## src/rtl/moore_run_scheduler.sv

```systemverilog
// Shared consecutive-ones run detector, time-multiplexed over NCH channels.
// Round-robin grant picks one channel per cycle to advance its saved count.
module moore_run_scheduler #(
  parameter int NCH     = 4,
  parameter int RUN_LEN = 2
) (
  input  logic                   Clock,
  input  logic                   Resetn,
  input  logic [NCH-1:0]         req,
  input  logic [NCH-1:0]         w,
  input  logic [NCH-1:0]         clr,
  output logic [NCH-1:0]         gnt,
  output logic [NCH-1:0]         z,
  output logic                   hit,
  output logic [$clog2(NCH)-1:0] hit_ch
);

  localparam int PW = $clog2(NCH);
  localparam logic [3:0] RL = 4'(RUN_LEN);

  logic [3:0]    cnt [NCH];
  logic [PW-1:0] ptr;
  logic [PW-1:0] gidx;
  logic          gvalid;
  logic          enter;

  // Search starts at ptr; PW-bit add wraps since NCH is a power of 2.
  always_comb begin
    gvalid = 1'b0;
    gidx   = '0;
    for (int k = 0; k < NCH; k++) begin
      if (!gvalid && req[ptr + PW'(k)]) begin
        gvalid = 1'b1;
        gidx   = ptr + PW'(k);
      end
    end
    if (!Resetn) gvalid = 1'b0;
  end

  assign gnt = gvalid ? (NCH'(1) << gidx) : '0;

  assign enter = gvalid && !clr[gidx] && w[gidx] &&
                 (cnt[gidx] == RL - 4'd1);

  always_comb begin
    for (int i = 0; i < NCH; i++) begin
      z[i] = (cnt[i] == RL);
    end
  end

  always_ff @(posedge Clock or negedge Resetn) begin
    if (!Resetn) begin
      for (int i = 0; i < NCH; i++) begin
        cnt[i] <= '0;
      end
      ptr    <= '0;
      hit    <= 1'b0;
      hit_ch <= '0;
    end else begin
      if (gvalid) ptr <= gidx + PW'(1);
      for (int i = 0; i < NCH; i++) begin
        if (clr[i]) begin
          cnt[i] <= '0;
        end else if (gvalid && gidx == PW'(i)) begin
          if (!w[i])            cnt[i] <= '0;
          else if (cnt[i] != RL) cnt[i] <= cnt[i] + 4'd1;
        end
      end
      hit <= enter;
      if (enter) hit_ch <= gidx;
    end
  end

endmodule
```

## config.mk

```make
export PLATFORM = sky130hd
export DESIGN_NAME = moore_run_scheduler
export DESIGN_NICKNAME = d
export VERILOG_FILES = /design/src/rtl/moore_run_scheduler.sv
export SDC_FILE = /design/constraint.sdc
export NUM_CORES = 1
export LEC_CHECK = 0
export ABC_AREA = 1
export BUFFER_PORTS_ARGS = -buffer_cell sky130_fd_sc_hd__buf_4
export CORE_ASPECT_RATIO = 0.5
export CORE_MARGIN = 2
export CORE_UTILIZATION = 60
export CTS_CLUSTER_SIZE = 8
export DETAILED_ROUTE_END_ITERATION = 16
export GPL_TIMING_DRIVEN = 0
export PLACE_DENSITY = 0.83
export SYNTH_ARGS = -nofsm -noshare
export SYNTH_HDL_FRONTEND = slang
export SYNTH_SLANG_ARGS = --single-unit
```

## constraint.sdc

```tcl
create_clock -name Clock -period 3.74 [get_ports Clock]
set_input_delay 0.187 -clock Clock [delete_from_list [all_inputs] [get_ports Clock]]
set_output_delay 0.187 -clock Clock [all_outputs]
set_load 0.1 [all_outputs]
```

==> flow_metrics.py, run 1 <==
metrics = {
    "place": {
        "place_ws_ns": 1.38,
        "dp_hpwl_mm": 2.69,
        "gp_congestion": 0.875,
        "placed_area_um2": 1910,
        "numPortBuffers": 24,
    },
    "cts": {
        "clockBufferDepth": 2,
        "cts_resized": 0,
        "cts_sinks": 21,
        "cts_buffers": 3,
        "cts_tree": "done",
        "post_cts_buffers": 0,
        "path_clk_slew_ns": 0.08,
        "root_buffer": "clkbuf_8",
        "clkLatencyLatePin_ns": 0.26,
        "htree_levels": 1,
    },
    "global_routing": {
        "grt_antenna_before_repair": 0,
        "overflow": 0,
        "grt_pass1_vias": 1458,
        "grt_max_degree": 23,
        "grt_pass1_wl_mm": 6.13,
        "track_usage_pct": 23.6,
    },
    "route": {
        "wl_mm": 3.53,
        "route.met3.wl_um": 138,
        "antenna_left": 0,
        "drc": 0,
        "drt_iter0_markers": 48,
        "wl_met1_mm": 1.69,
        "wl_met2_mm": 1.69,
        "wl_per_cell_um": 11.6,
        "routed-via-count": 1568,
        "dr.max_layer_used": "met4",
        "via_per_inst": 5.14,
        "dr.pass1.iters": 7,
    },
    "timing": {
        "max_freq_mhz": 376,
        "post-route-period-util_pct": 71.1,
        "maxSlewHeadroom_pct": 76.8,
        "worst_slew_pin_slew_ns": 0.347,
        "holdWs_ns": 0.185,
        "period_minus_slack_ns": 2.66,
        "setup_slack_ns": 1.08,
        "finalHoldViolCount": 0,
        "fin_worst_skew_ns": 0.00276,
        "finalMaxSlewViolations": 0,
        "rsz0062_at_grt": "no",
        "finalSetupViolCount": 0,
        "fin_tns_setup_ns": 0,
    },
    "min_path": {
        "hold_path_class": "in2reg",
    },
    "setup_path": {
        "path_class": "reg2out",
        "path_buf_inv": 6,
        "path_delay_family": "buffers and inverters",
        "crit_top_cell": "nand2_2",
        "crit_arrival_ns": 2.47,
        "startpoint_type": "flop",
        "crit_fanout": 10,
        "cp.required_ns": 3.55,
        "cp_cell_sequence": "buf_6, inv_6, buf_12, nand2_2, nand2_2, nand2_1, nand2_1, nand3_1, nand3_1, nand2_2, inv_2, ha_1, inv_1, nor2_1, buf_4",
        "max_stage_delay_ns": 0.38,
        "crit_slowest_cell": "dfrtp_1",
        "end_kind": "output port",
    },
    "power": {
        "ir_drop_mv": 0.477,
        "power_density_nw_per_um2": 804,
        "leakagePower_nw": 1.07,
    },
    "synth": {
        "yosysMostFrequentCell": "nand2_1",
        "synthTopCellsByArea": "dfrtp_1 (31%), nand2_1 (16%), ha_1 (7.4%), nand3_1 (7.4%), inv_1 (6.0%)",
        "synth_edf_count": 0,
        "synth_top_flop_cell": "dfrtp_1",
        "postSynthCellCount": 239,
        "syn_nets": 263,
        "yosysTopAreaCell": "dfrtp_1",
        "synthArstFlopShare_pct": 100,
        "yosys_warnings": 0,
        "ys_types": 29,
        "ys_seq_elements": 21,
        "ys_seq_area_share_pct": 31.2,
        "syn-mean-instance-area_um2": 7.06,
        "yosys-top-cells-count": "nand2_1 (70), inv_1 (27), nand3_1 (25), nor2_1 (25), dfrtp_1 (21)",
        "synth_top_area_share_pct": 31.2,
        "syn_area_um2": 1690,
    },
    "die": {
        "design.die.area_um2": 3280,
        "die_w_um": 79.0,
        "initial_core_util_pct": 64.0,
        "num_rows": 13,
        "die_h_um": 41.5,
        "coreArea_um2": 2640,
        "io_pins": 25,
    },
    "finish": {
        "final_nets": 293,
        "fill_cells": 223,
        "syn2layout_area_growth_pct": 16.7,
        "n_antenna_cell": 0,
        "stdcell_area_um2": 1970,
        "drive_gt1_share_pct": 21.6,
    },
    "flow_run": {
        "maxCapViolations": 0,
    },
    "outcome": {
        "outcome": "finished, final reports clean",
    },
}
cell usage in the layout (no fill, tap or decap), types with 2 or more instances in the layout:
cell	n
nand2_1	70
inv_1	27
nand3_1	25
nor2_1	25
buf_4	24
dfrtp_1	21
nand2_2	13
ha_1	10
a21oi_1	7
o21ai_0	7
nand2_4	6
nand4_1	4
clkbuf_8	3
inv_2	2
nor3b_1	2
nor4_1	2
o21a_2	2
nand3b_1	2
xnor2_1	2
per-layer routing:
layer / vias up / GRT usage, %
met5: - / 0
li1: 816 / -
met2: 29 / 42.0
met4: 0 / 3.10
met1: 721 / 30.4
met3: 2 / 5.22
worst reg2reg max path: cells and delay by family (launching register included):
| kind | cells | cell delay (ns) |
|---|---|---|
| flops | 1 | 0.38 |
| simple gates | 11 | 1.02 |
| fa+ha+maj | 1 | 0.16 |
| compound gates | 1 | 0.25 |
| buf+inv | 5 | 0.50 |
through the flow:
stage / power, W / util (%) / cells
after floorplan: 0.00122 / - / 239
after global placement: 0.00140 / 72.6 / 300
after detailed placement: 0.00143 / 72.6 / 300
after CTS: 0.00159 / 74.7 / 305
after global routing: 0.00171 / 74.7 / 305
final: 0.00158 / 74.7 / 305
cell type report:
class,instances,area [um2],share of cell area (%)
repair buffers,25,190,9.66
inverters,31,124,6.29
plain buffers,2,31.3,1.59
multi-input cells,185,1010,51.1
well taps,37,46.3,2.35
flip-flops and latches,21,526,26.7
clock buffers,4,45.0,2.29
registers in the layout (all words and copies together), names as in the netlist:
| register | count |
|---|---|
| ptr | 2 |
| cnt | 16 |
| hit | 1 |
| hit_ch | 2 |
repair_timing:
item / CTS / global route
endpoints found under the setup margin: 0 / 0
hold buffers: 1 / 0
hold endpoints to repair: 21 / 0
final timing paths:
path	from	endpoint	slack, ns	depth (start not counted)
setup / recovery	ptr[0]	gnt[2]	1.08	15
hold / removal	clr[3]	cnt[3]	0.19	4
setup reg to reg	ptr[0]	cnt[7]	1.33	18
hold reg to reg	hit_ch[1]	hit_ch[1]	0.48	2
max in group asynchronous	Resetn	cnt[3]	3.16	2
min in group asynchronous	Resetn	cnt[5]	0.35	2
cells by family after synthesis:
group / count (synthesis) / share of synthesized area, %
buf+inv: 33 / 9.20
simple gates: 153 / 44.3
compound gates: 19 / 6.38
xor+xnor: 3 / 1.56
flops: 21 / 31.2
fa+ha+maj: 10 / 7.42
where the power goes:
part | switching (W) | leakage [nW] | internal, W | total, W
Combinational | 0.000809 | 0.767 | 0.000308 | 0.00112
Sequential | 0.0000431 | 0.283 | 0.000272 | 0.000315
Clock | 0.0000733 | 0.0228 | 0.0000759 | 0.000149
No activity file was read; power rests on OpenSTA's default activity.
==> run 2: changes to the inputs <==
==> config.mk (replaced) <==
export PLATFORM = sky130hd
export DESIGN_NAME = moore_run_scheduler
export DESIGN_NICKNAME = d
export VERILOG_FILES = /design/src/rtl/moore_run_scheduler.sv
export SDC_FILE = /design/constraint.sdc
export NUM_CORES = 1
export LEC_CHECK = 0
export ABC_AREA = 0
export BUFFER_PORTS_ARGS = -buffer_cell sky130_fd_sc_hd__buf_4
export CORE_MARGIN = 2
export CORE_UTILIZATION = 55
export CTS_CLUSTER_SIZE = 8
export DETAILED_ROUTE_END_ITERATION = 16
export GPL_TIMING_DRIVEN = 0
export PLACE_DENSITY = 0.79
export SYNTH_ARGS = -nofsm -noshare
export SYNTH_HDL_FRONTEND = slang
export SYNTH_SLANG_ARGS = --single-unit
==> constraint.sdc (replaced) <==
create_clock -name Clock -period 2.47 [get_ports Clock]
set_input_delay 0.1235 -clock Clock [delete_from_list [all_inputs] [get_ports Clock]]
set_output_delay 0.1235 -clock Clock [all_outputs]
set_load 0.1 [all_outputs]
==> run 2 against run 1 <==
Compared with the run above: register-to-register slack lost 1.2 ns; worst hold slack lost 0.093 ns; flip-flop and latch count is the same; synthesized area shrank 16%; sequential power grew 31%; critical path type unchanged; critical endpoint is now gnt[1].
==> flow_metrics.py, run 2 <==
metrics = {
    "finish": {
        "drive_gt1_share_pct": 20.2,
        "syn2layout_area_growth_pct": 22.8,
        "n_antenna_cell": 0,
        "final_nets": 218,
        "top_register": "cnt",
        "largest_reg_flops": 16,
        "reg_top3": "cnt (16), hit_ch (2), ptr (2)",
        "utilization_pct": 70.5,
        "final_cell_mix": "buf_4 (24), nand2_1 (22), dfrtp_1 (20)",
        "layout_commonest_cell": "buf_4",
        "fill_cells": 208,
    },
    "setup_path": {
        "r2r-start": "ptr[0]",
        "end_kind": "output port",
        "path_delay_family": "buffers and inverters",
        "crit_slowest_cell": "dfrtp_1",
        "reg2reg_setup_slack_ns": 0.18,
        "worst_r2r_endpoint": "cnt[11]",
        "max_stage_delay_ns": 0.41,
        "crit_arrival_ns": 2.22,
        "startpoint_type": "flop",
        "crit_fanout": 5,
        "path_buf_inv": 3,
        "path_class": "reg2out",
        "reg2reg_depth": 9,
        "cp.required_ns": 2.35,
        "cp_cell_sequence": "and2b_1, a311oi_4, nor2_2, clkinv_2, ha_1, nand2_1, inv_1, buf_4",
    },
    "synth": {
        "ys_seq_elements": 21,
        "ys_types": 42,
        "syn_area_um2": 1410,
        "synthArstFlopShare_pct": 100,
        "ys_seq_area_share_pct": 37.3,
        "synth_top_flop_cell": "dfrtp_1",
        "synthTopCellsByArea": "dfrtp_1 (37%), ha_1 (8.9%), nand2_1 (5.9%), nor2_1 (4.3%), a21oi_1 (3.2%)",
        "yosys_warnings": 0,
        "yosysTopAreaCell": "dfrtp_1",
        "yosysMostFrequentCell": "nand2_1",
        "synth_top_area_share_pct": 37.3,
        "syn_nets": 184,
        "postSynthCellCount": 160,
        "yosys-top-cells-count": "nand2_1 (22), dfrtp_1 (21), nor2_1 (16)",
        "synth_edf_count": 0,
        "syn-mean-instance-area_um2": 8.81,
    },
    "die": {
        "die_w_um": 54.6,
        "die_h_um": 54.6,
        "initial_core_util_pct": 57.4,
        "num_rows": 18,
        "design.die.area_um2": 2980,
        "io_pins": 25,
        "coreArea_um2": 2450,
    },
    "timing": {
        "holdWs_ns": 0.0923,
        "max_freq_mhz": 427,
        "worst_slew_pin_slew_ns": 0.490,
        "rsz0062_at_grt": "no",
        "post-route-period-util_pct": 94.8,
        "fin_tns_setup_ns": 0,
        "period_minus_slack_ns": 2.34,
        "finalSetupViolCount": 0,
        "fin_worst_skew_ns": 0.000949,
        "maxSlewHeadroom_pct": 67.2,
        "finalMaxSlewViolations": 0,
        "finalHoldViolCount": 0,
    },
    "route": {
        "wl_per_cell_um": 13.6,
        "drc": 0,
        "drt_iter0_markers": 18,
        "via_per_inst": 5.71,
        "wl_mm": 3.04,
        "routed-via-count": 1273,
        "antenna_left": 0,
        "dr.pass1.iters": 4,
    },
    "min_path": {
        "hold_depth": 3,
        "min_from": "w[1]",
        "hold_path_class": "in2reg",
        "min_to": "cnt[9]",
    },
    "global_routing": {
        "grt_max_degree": 23,
        "track_usage_pct": 22.7,
        "grt_antenna_before_repair": 0,
        "grt_pass1_wl_mm": 4.91,
        "grt_pass1_vias": 1204,
        "overflow": 0,
    },
    "cts": {
        "htree_levels": 1,
        "cts_tree": "done",
        "post_cts_buffers": 0,
        "clkLatencyLatePin_ns": 0.30,
        "clockBufferDepth": 2,
        "root_buffer": "clkbuf_4",
        "cts_buffers": 3,
        "path_clk_slew_ns": 0.12,
        "cts_sinks": 21,
    },
    "power": {
        "power_density_nw_per_um2": 606,
        "leakagePower_nw": 0.785,
        "ir_drop_mv": 0.570,
    },
    "place": {
        "gp_congestion": 0.809,
        "dp_hpwl_mm": 2.28,
        "numPortBuffers": 24,
    },
    "flow_run": {
        "maxCapViolations": 0,
    },
    "outcome": {
        "outcome": "finished, final reports clean",
    },
}
[run 2: changes by cell type in the layout (fill, tap and decap cells not counted), sizes merged, moves of 3 or more]
cell         before  now
and2              1    5
nor3              1    7
nand2            89   22
nand2b            0    3
nor2             26   17
nor2b             0    3
a31oi             0    3
inv              31    6
nand3            25    9
dlygate4sd3       1    5
nand4             5    1
[run 2: kinds of logic after synthesis]
kind of cell | Yosys count | share of synthesized area (%)
AND/OR/NAND/NOR | 83 | 31.7
buffers and inverters | 10 | 3.02
multiplexers | 3 | 2.22
adder cells (fa/ha/maj) | 10 | 8.87
flip-flops | 21 | 37.3
AO/OA/AOI/OAI | 33 | 16.9
[run 2: metal layers]
metal / wire [um] / share of wire, % / vias to the layer above / global-route usage (%)
met3: 114 / 3.8 / 4 / 2.46
met4: 38 / 1.3 / 0 / 8.75
met2: 1510 / 50 / 25 / 39.5
li1: - / - / 641 / -
met1: 1370 / 45 / 603 / 28.4
met5: 0 / 0 / - / 0
[run 2: final cells by class]
class	count	area (um2)	area share, %
inverters	8	32.5	1.88
clock buffers	4	26.3	1.52
well taps	30	37.5	2.17
flip-flops and latches	21	527	30.4
repair buffers	29	230	13.3
multi-input cells	129	868	50.1
plain buffers	2	10.0	0.578
[run 2: repair_timing]
action                                  4_1_cts  5_1_grt
hold buffers                                  5        0
hold endpoints to repair                     31        0
resized for setup                             0        2
endpoints found under the setup margin        0        1
[run 2: worst max-delay path by stage]
stage | startpoint | endpoint | slack [ns] | cells past startpoint
2_1_floorplan | cnt[8] | cnt[11] | 0.13 | 8
3_3_place_gp | ptr[1] | cnt[11] | 0.33 | 9
3_5_place_dp | ptr[1] | cnt[11] | 0.22 | 9
4_1_cts | ptr[0] | gnt[1] | 0.11 | 8
5_1_grt | ptr[0] | gnt[1] | 0.03 | 8
6_report | ptr[0] | gnt[1] | 0.13 | 8
[run 2: where the power goes]
part / switching [W] / internal (W)
clock network: 0.000108 / 0.0000630
registers: 0.0000353 / 0.000377
logic: 0.000336 / 0.000129
[run 2: through the flow]
stage / worst slack, ns / instances / cell area, um2 / total power, W
final: 0.128 / 223 / 1730 / 0.00105
after global routing: 0.0323 / 223 / 1730 / 0.00110
after CTS: 0.114 / 223 / 1720 / 0.00104
after detailed placement: 0.224 / 214 / 1640 / 0.000870
after global placement: 0.328 / 214 / 1640 / 0.000856
after floorplan: 0.134 / 160 / 1430 / 0.000757
[run 2: tightest hold or removal path: stages]
cell and delay, ns:
buf_4 0.09, a22oi_1 0.06, nor2_1 0.09
